[src/rtl/hazard_scoreboard_unit_if.sv]
// Decode/execute hazard bus. The master drives the pipeline status and the slave returns the stall and flush controls.
interface hazard_scoreboard_unit_if #(
    parameter int REG_AW = 5,
    parameter int PERF_W = 16
);
    logic              MemReadE;
    logic              MulDivE;
    logic [REG_AW-1:0] RD_E;
    logic [REG_AW-1:0] Rs1_D;
    logic [REG_AW-1:0] Rs2_D;
    logic              UseRs1_D;
    logic              UseRs2_D;
    logic              PCSrcE;
    logic              PCWrite;
    logic              IF_ID_Write;
    logic              FlushD;
    logic              FlushE;
    logic              StallD;
    logic [PERF_W-1:0] stall_cycles;

    modport master (
        output MemReadE, MulDivE, RD_E, Rs1_D, Rs2_D, UseRs1_D, UseRs2_D, PCSrcE,
        input  PCWrite, IF_ID_Write, FlushD, FlushE, StallD, stall_cycles
    );

    modport slave (
        input  MemReadE, MulDivE, RD_E, Rs1_D, Rs2_D, UseRs1_D, UseRs2_D, PCSrcE,
        output PCWrite, IF_ID_Write, FlushD, FlushE, StallD, stall_cycles
    );
endinterface

[src/rtl/hazard_scoreboard_unit.sv]
// Per-register countdown scoreboard for load-use and mul/div hazards. Controls are combinational (zero latency);
// decode is held until each source operand can be forwarded, and a taken branch overrides any stall.
module hazard_scoreboard_unit #(
    parameter int REG_AW   = 5,
    parameter int LOAD_LAT = 1,
    parameter int MD_LAT   = 3,
    parameter int PERF_W   = 16
) (
    input logic                     clk,
    input logic                     rst,
    hazard_scoreboard_unit_if.slave bus
);
    localparam int NREG    = 1 << REG_AW;
    localparam int MAX_LAT = (LOAD_LAT > MD_LAT) ? LOAD_LAT : MD_LAT;
    localparam int CNT_W   = (MAX_LAT > 1) ? $clog2(MAX_LAT) : 1;
    localparam logic [CNT_W-1:0] LD_INIT = CNT_W'(LOAD_LAT - 1);
    localparam logic [CNT_W-1:0] MD_INIT = CNT_W'(MD_LAT - 1);

    logic [CNT_W-1:0]  r_cnt [NREG];
    logic [PERF_W-1:0] r_stall_cycles;

    logic             w_long_e;
    logic [CNT_W-1:0] w_lat_init;
    logic             w_haz_rs1;
    logic             w_haz_rs2;
    logic             w_hazard;

    // The EX-stage producer is not in the scoreboard yet, so it is matched directly.
    assign w_long_e   = (bus.MemReadE | bus.MulDivE) & (bus.RD_E != '0);
    assign w_lat_init = bus.MemReadE ? LD_INIT : MD_INIT;
    assign w_haz_rs1  = bus.UseRs1_D & (bus.Rs1_D != '0) &
                        ((w_long_e & (bus.RD_E == bus.Rs1_D)) | (r_cnt[bus.Rs1_D] != '0));
    assign w_haz_rs2  = bus.UseRs2_D & (bus.Rs2_D != '0) &
                        ((w_long_e & (bus.RD_E == bus.Rs2_D)) | (r_cnt[bus.Rs2_D] != '0));
    assign w_hazard   = w_haz_rs1 | w_haz_rs2;

    always_comb begin
        bus.PCWrite     = 1'b1;
        bus.IF_ID_Write = 1'b1;
        bus.FlushD      = 1'b0;
        bus.FlushE      = 1'b0;
        bus.StallD      = 1'b0;
        if (rst) begin
            bus.PCWrite = 1'b1;
        end else if (bus.PCSrcE) begin
            bus.FlushD = 1'b1;
            bus.FlushE = 1'b1;
        end else if (w_hazard) begin
            bus.PCWrite     = 1'b0;
            bus.IF_ID_Write = 1'b0;
            bus.FlushE      = 1'b1;
            bus.StallD      = 1'b1;
        end
    end

    // Branches leave the counters alone: tracked producers are older than the branch.
    always_ff @(posedge clk) begin
        for (int i = 0; i < NREG; i++) begin
            if (rst || i == 0) begin
                r_cnt[i] <= '0;
            end else if (w_long_e && bus.RD_E == REG_AW'(i)) begin
                r_cnt[i] <= w_lat_init;
            end else if (r_cnt[i] != '0) begin
                r_cnt[i] <= r_cnt[i] - CNT_W'(1);
            end
        end
    end

    always_ff @(posedge clk) begin
        if (rst) begin
            r_stall_cycles <= '0;
        end else if (bus.StallD && r_stall_cycles != {PERF_W{1'b1}}) begin
            r_stall_cycles <= r_stall_cycles + PERF_W'(1);
        end
    end

    assign bus.stall_cycles = r_stall_cycles;
endmodule

[src/flat_wrapper.sv]
// flat-port wrapper written by rule: the top's interface ports become plain ports
module hazard_scoreboard_unit_flat 
#(
    parameter int REG_AW   = 5,
    parameter int LOAD_LAT = 1,
    parameter int MD_LAT   = 3,
    parameter int PERF_W   = 16
)
  (clk, rst, bus_MemReadE, bus_MulDivE, bus_RD_E, bus_Rs1_D, bus_Rs2_D, bus_UseRs1_D, bus_UseRs2_D, bus_PCSrcE, bus_PCWrite, bus_IF_ID_Write, bus_FlushD, bus_FlushE, bus_StallD, bus_stall_cycles);
  hazard_scoreboard_unit_if #(.REG_AW(REG_AW), .PERF_W(PERF_W)) bus_i ();
  input logic clk;
  input logic rst;
  input wire logic [$bits(bus_i.MemReadE)-1:0] bus_MemReadE;
  input wire logic [$bits(bus_i.MulDivE)-1:0] bus_MulDivE;
  input wire logic [$bits(bus_i.RD_E)-1:0] bus_RD_E;
  input wire logic [$bits(bus_i.Rs1_D)-1:0] bus_Rs1_D;
  input wire logic [$bits(bus_i.Rs2_D)-1:0] bus_Rs2_D;
  input wire logic [$bits(bus_i.UseRs1_D)-1:0] bus_UseRs1_D;
  input wire logic [$bits(bus_i.UseRs2_D)-1:0] bus_UseRs2_D;
  input wire logic [$bits(bus_i.PCSrcE)-1:0] bus_PCSrcE;
  output wire logic [$bits(bus_i.PCWrite)-1:0] bus_PCWrite;
  output wire logic [$bits(bus_i.IF_ID_Write)-1:0] bus_IF_ID_Write;
  output wire logic [$bits(bus_i.FlushD)-1:0] bus_FlushD;
  output wire logic [$bits(bus_i.FlushE)-1:0] bus_FlushE;
  output wire logic [$bits(bus_i.StallD)-1:0] bus_StallD;
  output wire logic [$bits(bus_i.stall_cycles)-1:0] bus_stall_cycles;
  assign bus_i.MemReadE = bus_MemReadE;
  assign bus_i.MulDivE = bus_MulDivE;
  assign bus_i.RD_E = bus_RD_E;
  assign bus_i.Rs1_D = bus_Rs1_D;
  assign bus_i.Rs2_D = bus_Rs2_D;
  assign bus_i.UseRs1_D = bus_UseRs1_D;
  assign bus_i.UseRs2_D = bus_UseRs2_D;
  assign bus_i.PCSrcE = bus_PCSrcE;
  assign bus_PCWrite = bus_i.PCWrite;
  assign bus_IF_ID_Write = bus_i.IF_ID_Write;
  assign bus_FlushD = bus_i.FlushD;
  assign bus_FlushE = bus_i.FlushE;
  assign bus_StallD = bus_i.StallD;
  assign bus_stall_cycles = bus_i.stall_cycles;
  hazard_scoreboard_unit #(.REG_AW(REG_AW), .LOAD_LAT(LOAD_LAT), .MD_LAT(MD_LAT), .PERF_W(PERF_W)) u_core (.clk(clk), .rst(rst), .bus(bus_i));
endmodule
[config.mk]
export PLATFORM = sky130hd
export DESIGN_NAME = hazard_scoreboard_unit_flat
export DESIGN_NICKNAME = d
export VERILOG_FILES = /design/src/rtl/hazard_scoreboard_unit_if.sv /design/src/rtl/hazard_scoreboard_unit.sv /design/src/flat_wrapper.sv
export SDC_FILE = /design/constraint.sdc
export NUM_CORES = 1
export LEC_CHECK = 0
export ABC_AREA = 0
export BUFFER_PORTS_ARGS = -buffer_cell sky130_fd_sc_hd__buf_4
export CAP_MARGIN = 20
export CORE_MARGIN = 4
export CORE_UTILIZATION = 55
export CTS_BUF_LIST = sky130_fd_sc_hd__clkbuf_4 sky130_fd_sc_hd__clkbuf_8
export DETAILED_ROUTE_END_ITERATION = 7
export PLACE_DENSITY = 0.86
export SLEW_MARGIN = 20
export SYNTH_ARGS = -nofsm -noshare
export SYNTH_HDL_FRONTEND = slang
export SYNTH_SLANG_ARGS = --single-unit
[constraint.sdc]
create_clock -name clk -period 4.25 [get_ports clk]
set_input_delay 1.275 -clock clk [delete_from_list [all_inputs] [get_ports clk]]
set_output_delay 1.275 -clock clk [all_outputs]
set_load 0.01 [all_outputs]
Word-level counts from Yosys, hierarchy flattened
Memories as Yosys holds them, arrays and structs flattened.
Cells that the tools add are included.
{ "word_totals": {"register_bits": 16, "ram_bits": 64, "mem_count": 1} }
{ "mem_list": {"columns": ["name", "depth", "word_bits", "read_ports", "rd_clocked_by_memory_dff", "wr", "line", "rtl"], "rows": [
  ["u_core.r_cnt", 32, 2, 33, 0, 32, "hazard_scoreboard_unit.sv:19", "logic [CNT_W-1:0] r_cnt [NREG];"]
]} }
{ "op_classes": {"addsub": 32, "eq_ne": 34, "mux": 292, "bitwise": 73, "reduce_logical": 68} }
{ "ops": {"columns": ["operator", "n"], "rows": [
  ["$mux 1", 229],
  ["$mux 2", 63],
  ["$eq 5x5->1 const B", 16],
  ["$or 1x1->1", 66],
  ["$reduce_bool 2->1", 33],
  ["$sub 2x1->2 const B", 31],
  ["$eq 5x4->1 const B", 8],
  ["$logic_and 1x1->1", 32],
  ["$eq 5x3->1 const B", 4],
  ["$add 16x1->16 const B", 1],
  ["$ne 16x16->1 const B", 1],
  ["$reduce_bool 5->1", 3],
  ["$eq 5x2->1 const B", 2],
  ["$eq 5x5->1", 2],
  ["$and 1x1->1", 7],
  ["$eq 5x1->1 const B", 1]
]} }

Depth between registers and ports, before layout
Gate-level depths: netlist (run 1).
{ "logic_depth": {"depth_word": 10, "ltp_mapped": 11, "depth_no_buf": 8} }

Least setup slack after synthesis (run 1)
No wires, ideal clock.
{ "synth_path": {"path_kind": "input to output", "from": "input port bus_Rs2_D[1]", "to": "output port bus_PCWrite", "arrival_ps": 3013, "setup_slack_ps": -38, "cell_stages": 8, "n_path_buf": 2, "cell_sequence": "buf_2 > or4_1 > o21ai_1 > nor4_1 > a22o_1 > a211oi_2 > or3_1 > buf_4"} }
{ "synth_between": {"elab_chain_cells": 8, "word_cells_on_any_way": 12, "classes_between": "1 x eq/ne; 3 x mux; 5 x bitwise; 2 x reduce/logical; 1 x memory"} }
{ "synth_lines": {"columns": ["element", "line", "rtl"], "rows": [
  ["start, declared", "flat_wrapper.sv:17", "input wire logic [$bits(bus_i.Rs2_D)-1:0] bus_Rs2_D;"],
  ["$mem_v2 32x2 / $eq 5x5->1 (equally long branches)", null, null],
  ["$reduce_bool 2->1 / $and 1x1->1 (equally long branches)", "hazard_scoreboard_unit.sv:34", "((w_long_e & (bus.RD_E == bus.Rs2_D)) | (r_cnt[bus.Rs2_D] != '0));"],
  ["$or 1x1->1", "hazard_scoreboard_unit.sv:34", null],
  ["$and 1x1->1 *", "hazard_scoreboard_unit.sv:33", "assign w_haz_rs2 = bus.UseRs2_D & (bus.Rs2_D != '0) &"],
  ["$or 1x1->1 *", "hazard_scoreboard_unit.sv:35", "assign w_hazard = w_haz_rs1 | w_haz_rs2;"],
  ["$mux 1 * (3 in a row)", null, null],
  ["end, declared", "flat_wrapper.sv:21", "output wire logic [$bits(bus_i.PCWrite)-1:0] bus_PCWrite;"]
]} }
Mark *: on every way between the ends. The rest lies on a longest branch, timed or not.

Final worst setup path (run 1)
{ "layout_path": {"from": "input port bus_RD_E[0]", "to": "output port bus_FlushE"} }
{ "layout_between": {"elab_chain_cells": 9, "word_cells_on_any_way": 14, "classes_between": "2 x eq/ne; 3 x mux; 8 x bitwise; 1 x reduce/logical"} }
{ "layout_lines": {"columns": ["element", "line", "rtl"], "rows": [
  ["start, declared", "flat_wrapper.sv:15", "input wire logic [$bits(bus_i.RD_E)-1:0] bus_RD_E;"],
  ["$reduce_bool 5->1", "hazard_scoreboard_unit.sv:29", "assign w_long_e = (bus.MemReadE | bus.MulDivE) & (bus.RD_E != '0);"],
  ["$and 1x1->1", "hazard_scoreboard_unit.sv:29", null],
  ["$and 1x1->1 (on tied branches)", "hazard_scoreboard_unit.sv:32, hazard_scoreboard_unit.sv:34", null],
  ["$or 1x1->1 (on tied branches)", "hazard_scoreboard_unit.sv:32, hazard_scoreboard_unit.sv:34", null],
  ["$and 1x1->1 (on tied branches)", "hazard_scoreboard_unit.sv:31, hazard_scoreboard_unit.sv:33", null],
  ["$or 1x1->1 *", "hazard_scoreboard_unit.sv:35", null],
  ["$mux 1 *", "hazard_scoreboard_unit.sv:48", "end else if (w_hazard) begin"],
  ["$mux 1 *", "hazard_scoreboard_unit.sv:45", "end else if (bus.PCSrcE) begin"],
  ["$mux 1 *", "hazard_scoreboard_unit.sv:43", "if (rst) begin"],
  ["end, declared", "flat_wrapper.sv:24", "output wire logic [$bits(bus_i.FlushE)-1:0] bus_FlushE;"]
]} }
Marks and branches as above.

==> results of run 1 <==
layout make-up:
| class | instances | area share, % |
|---|---|---|
| multi-input cells | 465 | 46.2 |
| inverters | 74 | 4.35 |
| repair buffers | 83 | 10.6 |
| clock buffers | 10 | 2.12 |
| clock inverters | 6 | 0.712 |
| well taps | 133 | 2.56 |
| flip-flops and latches | 78 | 33.5 |
cell families (layout without fill, tap and decap cells):
kind of cell	count (synthesis)	in the layout
AND/OR/NAND/NOR	314	314
buffers and inverters	107	173
XOR/XNOR	9	9
multiplexers	13	13
AO/OA/AOI/OAI	97	97
adder cells (fa/ha/maj)	32	32
flip-flops	78	78
layer usage:
layer | global-route usage (%) | vias to the layer above | routed length [µm]
met5 | 0 | - | 0
met4 | 10.3 | 0 | 450
met3 | 5.97 | 35 | 878
met2 | 42.9 | 161 | 6950
met1 | 32.7 | 2473 | 6260
li1 | - | 2450 | -
through the flow:
| stage | instances | worst slack [ps] | utilization (%) | total power [µW] | setup TNS, ps |
|---|---|---|---|---|---|
| floorplan | 650 | 20.2 | - | 2500 | 0 |
| global placement | 828 | -157 | 62.7 | 2780 | -454 |
| detailed placement | 828 | -119 | 62.7 | 2930 | -359 |
| CTS | 848 | -59.1 | 66.1 | 3490 | -194 |
| global route | 849 | -126 | 66.6 | 3780 | -411 |
| finish | 849 | -63.0 | 66.6 | 3510 | -134 |
where the power goes:
part           total, µW  internal [µW]  switching (µW)
Clock                527            231             296
Combinational       1500            672             831
Sequential          1480           1220             261
placed cells by master, fill, tap and decap left out, drive strengths merged, types with 7 or more instances in the layout:
master and count:
buf 83, ha 32, nor4b 7, nor3b 13
nor2b 12, clkbuf 10, inv 74, dfxtp 16
nand3 9, a21oi 37, nor2 119, a31oi 10
edfxtp 62, nor4 29, nor3 41, nand2b 9
a2111oi 9, a211oi 7, o21ai 7, nand2 44
Yosys cell counts, drive strengths merged (5+ instances only):
library cell,instances
nor2,119
inv,73
edfxtp,62
nand2,44
nor3,41
a21oi,37
ha,32
nor4,29
clkbuf,20
dfxtp,16
buf,13
nor3b,13
nor2b,12
a31oi,10
a2111oi,9
nand2b,9
nand3,9
a211oi,7
nor4b,7
o21ai,7
a311oi,5
mux2i,5
nand3b,5
nand4,5
or2,5
xnor2,5
flip-flops by register name (all words and copies together) (netlist names):
signal / flops
u_core.r_cnt: 62
u_core.bus.stall_cycles: 16
critical path, cell delays in order:
cell	delay, ps
buf_4	120
or4_4	550
a21oi_2	150
or4_1	120
o211ai_1	130
a211oi_4	320
buf_4	180
a21oi_2	50
buf_4	140
worst max path at each step:
stage / endpoint / cells past startpoint / slack, ps / startpoint
3_5_place_dp: bus_StallD / 9 / -120 / bus_Rs1_D[2]
2_1_floorplan: bus_PCWrite / 7 / 20 / bus_RD_E[0]
4_1_cts: bus_StallD / 10 / -60 / bus_Rs2_D[0]
6_report: bus_FlushE / 9 / -60 / bus_RD_E[0]
5_1_grt: bus_FlushE / 9 / -130 / bus_RD_E[0]
3_3_place_gp: bus_StallD / 9 / -160 / bus_Rs1_D[2]
timing repair:
action / CTS / global route
pin swaps: 15 / 8
setup endpoints to repair: 4 / 4
gates resized for setup: 32 / 7
setup buffers: 4 / 1
==> results.cfg, run 1 <==
[grt]
gr-total-overflow = 0
grt_pass1_vias = 5004
grt_pass1_wl_um = 23800
grt.total_usage_pct = 25.9
antenna_found_initial = 0
grt_max_degree = 110

[yosys]
synth_edf_count = 62
ys_ff_latch = 78
synth_top_cell_area_share_pct = 33.8
synth_ff_type = edfxtp_1
synth_compound_area_share_pct = 11.8
yosysWarnings = 0
synth_fa_ha_area_share_pct = 7.26
syn-cell-area_um2 = 5510
synth_top_family_by_area = simple AND/OR/NAND/NOR gates
synth_area_leader_cell = edfxtp_1
syn_inst = 650
synth_mux_area_share_pct = 3.36
synth_area_per_cell_um2 = 8.48
synth_cell_types = 61
synth.net_count = 704
synth_area_leaders = edfxtp_1 (34%), nor2_1 (8.1%), ha_1 (7.3%)
synthSimpleGateAreaFrac_pct = 28.7
ys_seq_area_share_pct = 39.6
async_flop_share_pct = 0
synthXorXnorAreaFrac_pct = 1.43

[timing]
fin_crit_sh_pct = 101
slew_viol_final = 0
hold_ws_ps = 502
min_period_ps = 4310
tightestPinTransition_ps = 1060
setup_viol_count_final = 4
max_freq_ghz = 0.232
timing.final.ws_setup_ps = -63.0
relSlewSlack_pct = 29.7
rsz0062_at_grt = yes
hold_viol = 0
clock_skew_ps = 12.8

[cells_and_area]
drive_gt1_share_pct = 18.3
fin_area_um2 = 6510
n_antenna_cell = 0
nNetsFinal = 765
fillers = 794
regArea_um2 = 2180
multiInputGateArea_um2 = 3000
area_delta_synth_final_pct = 18.0

[outcome]
violations = negative setup slack
status = complete, but fails checks

[detailed_routing]
route.detailed.drc = 0
dr.pass1.iters = 5
num_vias = 5119
viasPerCell = 6.03
ant_nets = 0
drt_iter0_markers = 401
wire_per_inst_um = 17.1
routed_wl_um = 14500

[clocking]
clock_sinks = 78
clockBufferDepth = 2
numCtsBuffers = 9
clock_latency_ps = 370
clkTransAtPathRegs_ps = 90
root_buffer = clkbuf_8
htreeDepth = 3
cts_hold_buf = 0
tritoncts = yes

[power_and_ir_drop]
vdd_ir_drop_max_v = 0.000330
powerDensity_nw_per_um2 = 540
p_leak_uw = 0.00260

[hold_path]
hold_path.class = reg -> reg
min_to = u_core.bus.stall_cycles[3]$_SDFFE_PP0P_
hold_path_depth = 1
hp-start = u_core.bus.stall_cycles[3]$_SDFFE_PP0P_

[placement]
place_hpwl_um = 10800
port_buffers = 42
gp_congestion = 0.948
place_area_um2 = 6130

[floorplanning]
row_count = 36
initial_core_util_pct = 56.4
io_pins = 43
die_area_um2 = 11700
coreArea_um2 = 9770
fp.dieW_um = 108
die_y_um = 108

[worst_setup_path]
ff2ff_path_depth = 12
r2r-end = u_core.bus.stall_cycles[7]$_SDFFE_PP0P_
cp-end-kind = primary output
critPathLaunchType = primary input
reg2reg_slack_ps = 1100
cp_max_fo = 3
cp.arrival_ps = 3040
required_ps = 2970
r2r_start = u_core.r_cnt[24][0]$_SDFFCE_PN0P_
worstSetupPathType = in -> out

[flow_run]
drv_cap = 0
(Power assumes the default switching activity.)
==> inputs of run 2 (changes only) <==
--- a/config.mk
+++ b/config.mk
@@ -6,7 +6,7 @@
 export NUM_CORES = 1
 export LEC_CHECK = 0
 export ABC_AREA = 0
-export BUFFER_PORTS_ARGS = -buffer_cell sky130_fd_sc_hd__buf_4
+export BUFFER_PORTS_ARGS = -buffer_cell sky130_fd_sc_hd__buf_2
 export CAP_MARGIN = 20
 export CORE_MARGIN = 4
 export CORE_UTILIZATION = 55
==> constraint.sdc (replaced) <==
create_clock -name clk -period 4.25 [get_ports clk]
set_input_delay 0.6375 -clock clk [delete_from_list [all_inputs] [get_ports clk]]
set_output_delay 0.6375 -clock clk [all_outputs]
set_load 0.01 [all_outputs]
==> run 2 against run 1 <==
  * The flow now finishes without violations
  * Largest power group is now registers
  * Clock-buffer cell count stayed put
  * Sequential cell count stayed put
  * Worst setup slack better by 910 ps
  * Via count is 5.1% lower
  * Clock power is 20% higher
  * Critical endpoint is now bus_StallD
  * Largest cell class unchanged
==> results.cfg, run 2 (synthesized netlist as in run 1, its figures left out) <==
[clocking]
root_buffer = clkbuf_8
clkTransAtPathRegs_ps = 90
clockBufferDepth = 2
cts_hold_buf = 0
tritoncts = yes
clock_latency_ps = 370
ctsResizeCount = 0
postCtsSetupBuffers = 0
htreeDepth = 3
numCtsBuffers = 9
clock_sinks = 78

[detailed_routing]
routed_wl_um = 13700
wire_per_inst_um = 17.0
ant_nets = 0
num_vias = 4858
drt_iter0_markers = 380
dr.pass1.iters = 5
route.detailed.drc = 0
viasPerCell = 6.01

[floorplanning]
fp.dieW_um = 108
die_area_um2 = 11700
die_y_um = 108
io_pins = 43
initial_core_util_pct = 56.4
coreArea_um2 = 9770
row_count = 36

[placement]
port_buffers = 42
place_hpwl_um = 10100
gp_congestion = 0.908

[hold_path]
hp-start = u_core.bus.stall_cycles[3]$_SDFFE_PP0P_
min_to = u_core.bus.stall_cycles[3]$_SDFFE_PP0P_
hold_path_depth = 1
hold_path.class = reg -> reg

[worst_setup_path]
worstSetupPathType = reg -> out
cpMaxStageDelayCell = mux4_2
cp-end-kind = primary output
r2r-end = u_core.bus.stall_cycles[7]$_SDFFE_PP0P_
required_ps = 3610
cp_max_fo = 4
r2r_start = u_core.r_cnt[9][0]$_SDFFCE_PN0P_
cp.arrival_ps = 2760
timing.critical_path.slowest_cell_delay_ps = 460
reg2reg_slack_ps = 1220
worst_path_most_repeated_cell = o211ai_1
cp_cell_sequence = or2_2, mux4_2, o211ai_1, o211ai_1, a211oi_2, or3_1, inv_1, buf_2
critPathLaunchType = flop
crit_path_start = u_core.r_cnt[25][0]$_SDFFCE_PN0P_
ff2ff_path_depth = 8

[cells_and_area]
area_delta_synth_final_pct = 8.19
n_antenna_cell = 0
drive_gt1_share_pct = 11.0
nNetsFinal = 724
mostFrequentLayoutCells = nor2_1 (119), inv_1 (71), edfxtp_1 (62)
fillers = 858
top_register = u_core.r_cnt
layout_commonest_cell = nor2_1
largest_reg_flops = 62

[timing]
hold_ws_ps = 520
hold_viol = 0
rsz0062_at_grt = no
relSlewSlack_pct = 29.2
setup_viol_count_final = 0
tightestPinTransition_ps = 1060
fin_crit_sh_pct = 80.0
clock_skew_ps = 11.1
max_freq_ghz = 0.294
slew_viol_final = 0
min_period_ps = 3400
setup_tns_ps = 0

[grt]
grt.total_usage_pct = 24.7
grt_pass1_wl_um = 22600
grt_max_degree = 114
antenna_found_initial = 0
gr-total-overflow = 0
grt_pass1_vias = 4815

[flow_run]
drv_cap = 0

[outcome]
status = complete, no violations

[power_and_ir_drop]
vdd_ir_drop_max_v = 0.000291
powerDensity_nw_per_um2 = 589
p_leak_uw = 0.00235
[run 2: cell types whose count changed in the layout (fill, tap and decap cells not counted), sizes merged]
cell      delta
buf         -41
clkinvlp     -1
bufinv       +2
inv          -1
[run 2: critical path: cells and delay by family, from the launching register on]
| kind | cells | cell delay, ps |
|---|---|---|
| muxes | 1 | 460 |
| DFF | 1 | 440 |
| AOI/OAI and AO/OA | 3 | 800 |
| buffers and inverters | 2 | 170 |
| and+or+nand+nor | 2 | 530 |
[run 2: per-stage QoR]
| stage | area [µm²] | total power (µW) | instances | util (%) | setup slack [ps] |
|---|---|---|---|---|---|
| 2_1_floorplan | 5510 | 2490 | 650 | - | 1240 |
| 3_3_place_gp | 5740 | 2730 | 792 | 58.7 | 882 |
| 3_5_place_dp | 5740 | 2870 | 792 | 58.7 | 759 |
| 4_1_cts | 5960 | 3510 | 808 | 61.0 | 837 |
| 5_1_grt | 5960 | 3790 | 808 | 61.0 | 691 |
| 6_report | 5960 | 3510 | 808 | 61.0 | 848 |
[run 2: worst max path at each step]
stage / end / slack [ps]
floorplan: bus_PCWrite / 1240
global placement: u_core.bus.stall_cycles[13]$_SDFFE_PP0P_ / 880
detailed placement: u_core.bus.stall_cycles[9]$_SDFFE_PP0P_ / 760
CTS: bus_StallD / 840
global route: bus_StallD / 690
finish: bus_StallD / 850
[run 2: layer usage]
metal	wire [µm]	vias to the layer above	track usage [%]
met1	5630	2295	29.3
met2	6750	154	42.5
li1	-	2367	-
met3	686	42	3.46
met4	623	0	15.0
met5	0	-	0
[run 2: layout make-up]
cell class / count / area [µm²] / area share (%)
multi-input cells: 465 / 2900 / 48.6
clock buffers: 10 / 138 / 2.31
inverters: 74 / 280 / 4.70
flip-flops and latches: 78 / 2180 / 36.6
repair buffers: 42 / 213 / 3.57
well taps: 133 / 166 / 2.79
clock inverters: 6 / 85.1 / 1.43
[run 2: report_power, final]
group | internal [µW] | total, µW | switching, µW
sequential | 1220 | 1480 | 255
clock | 345 | 635 | 290
combinational | 607 | 1400 | 797
total | 2170 | 3510 | 1340
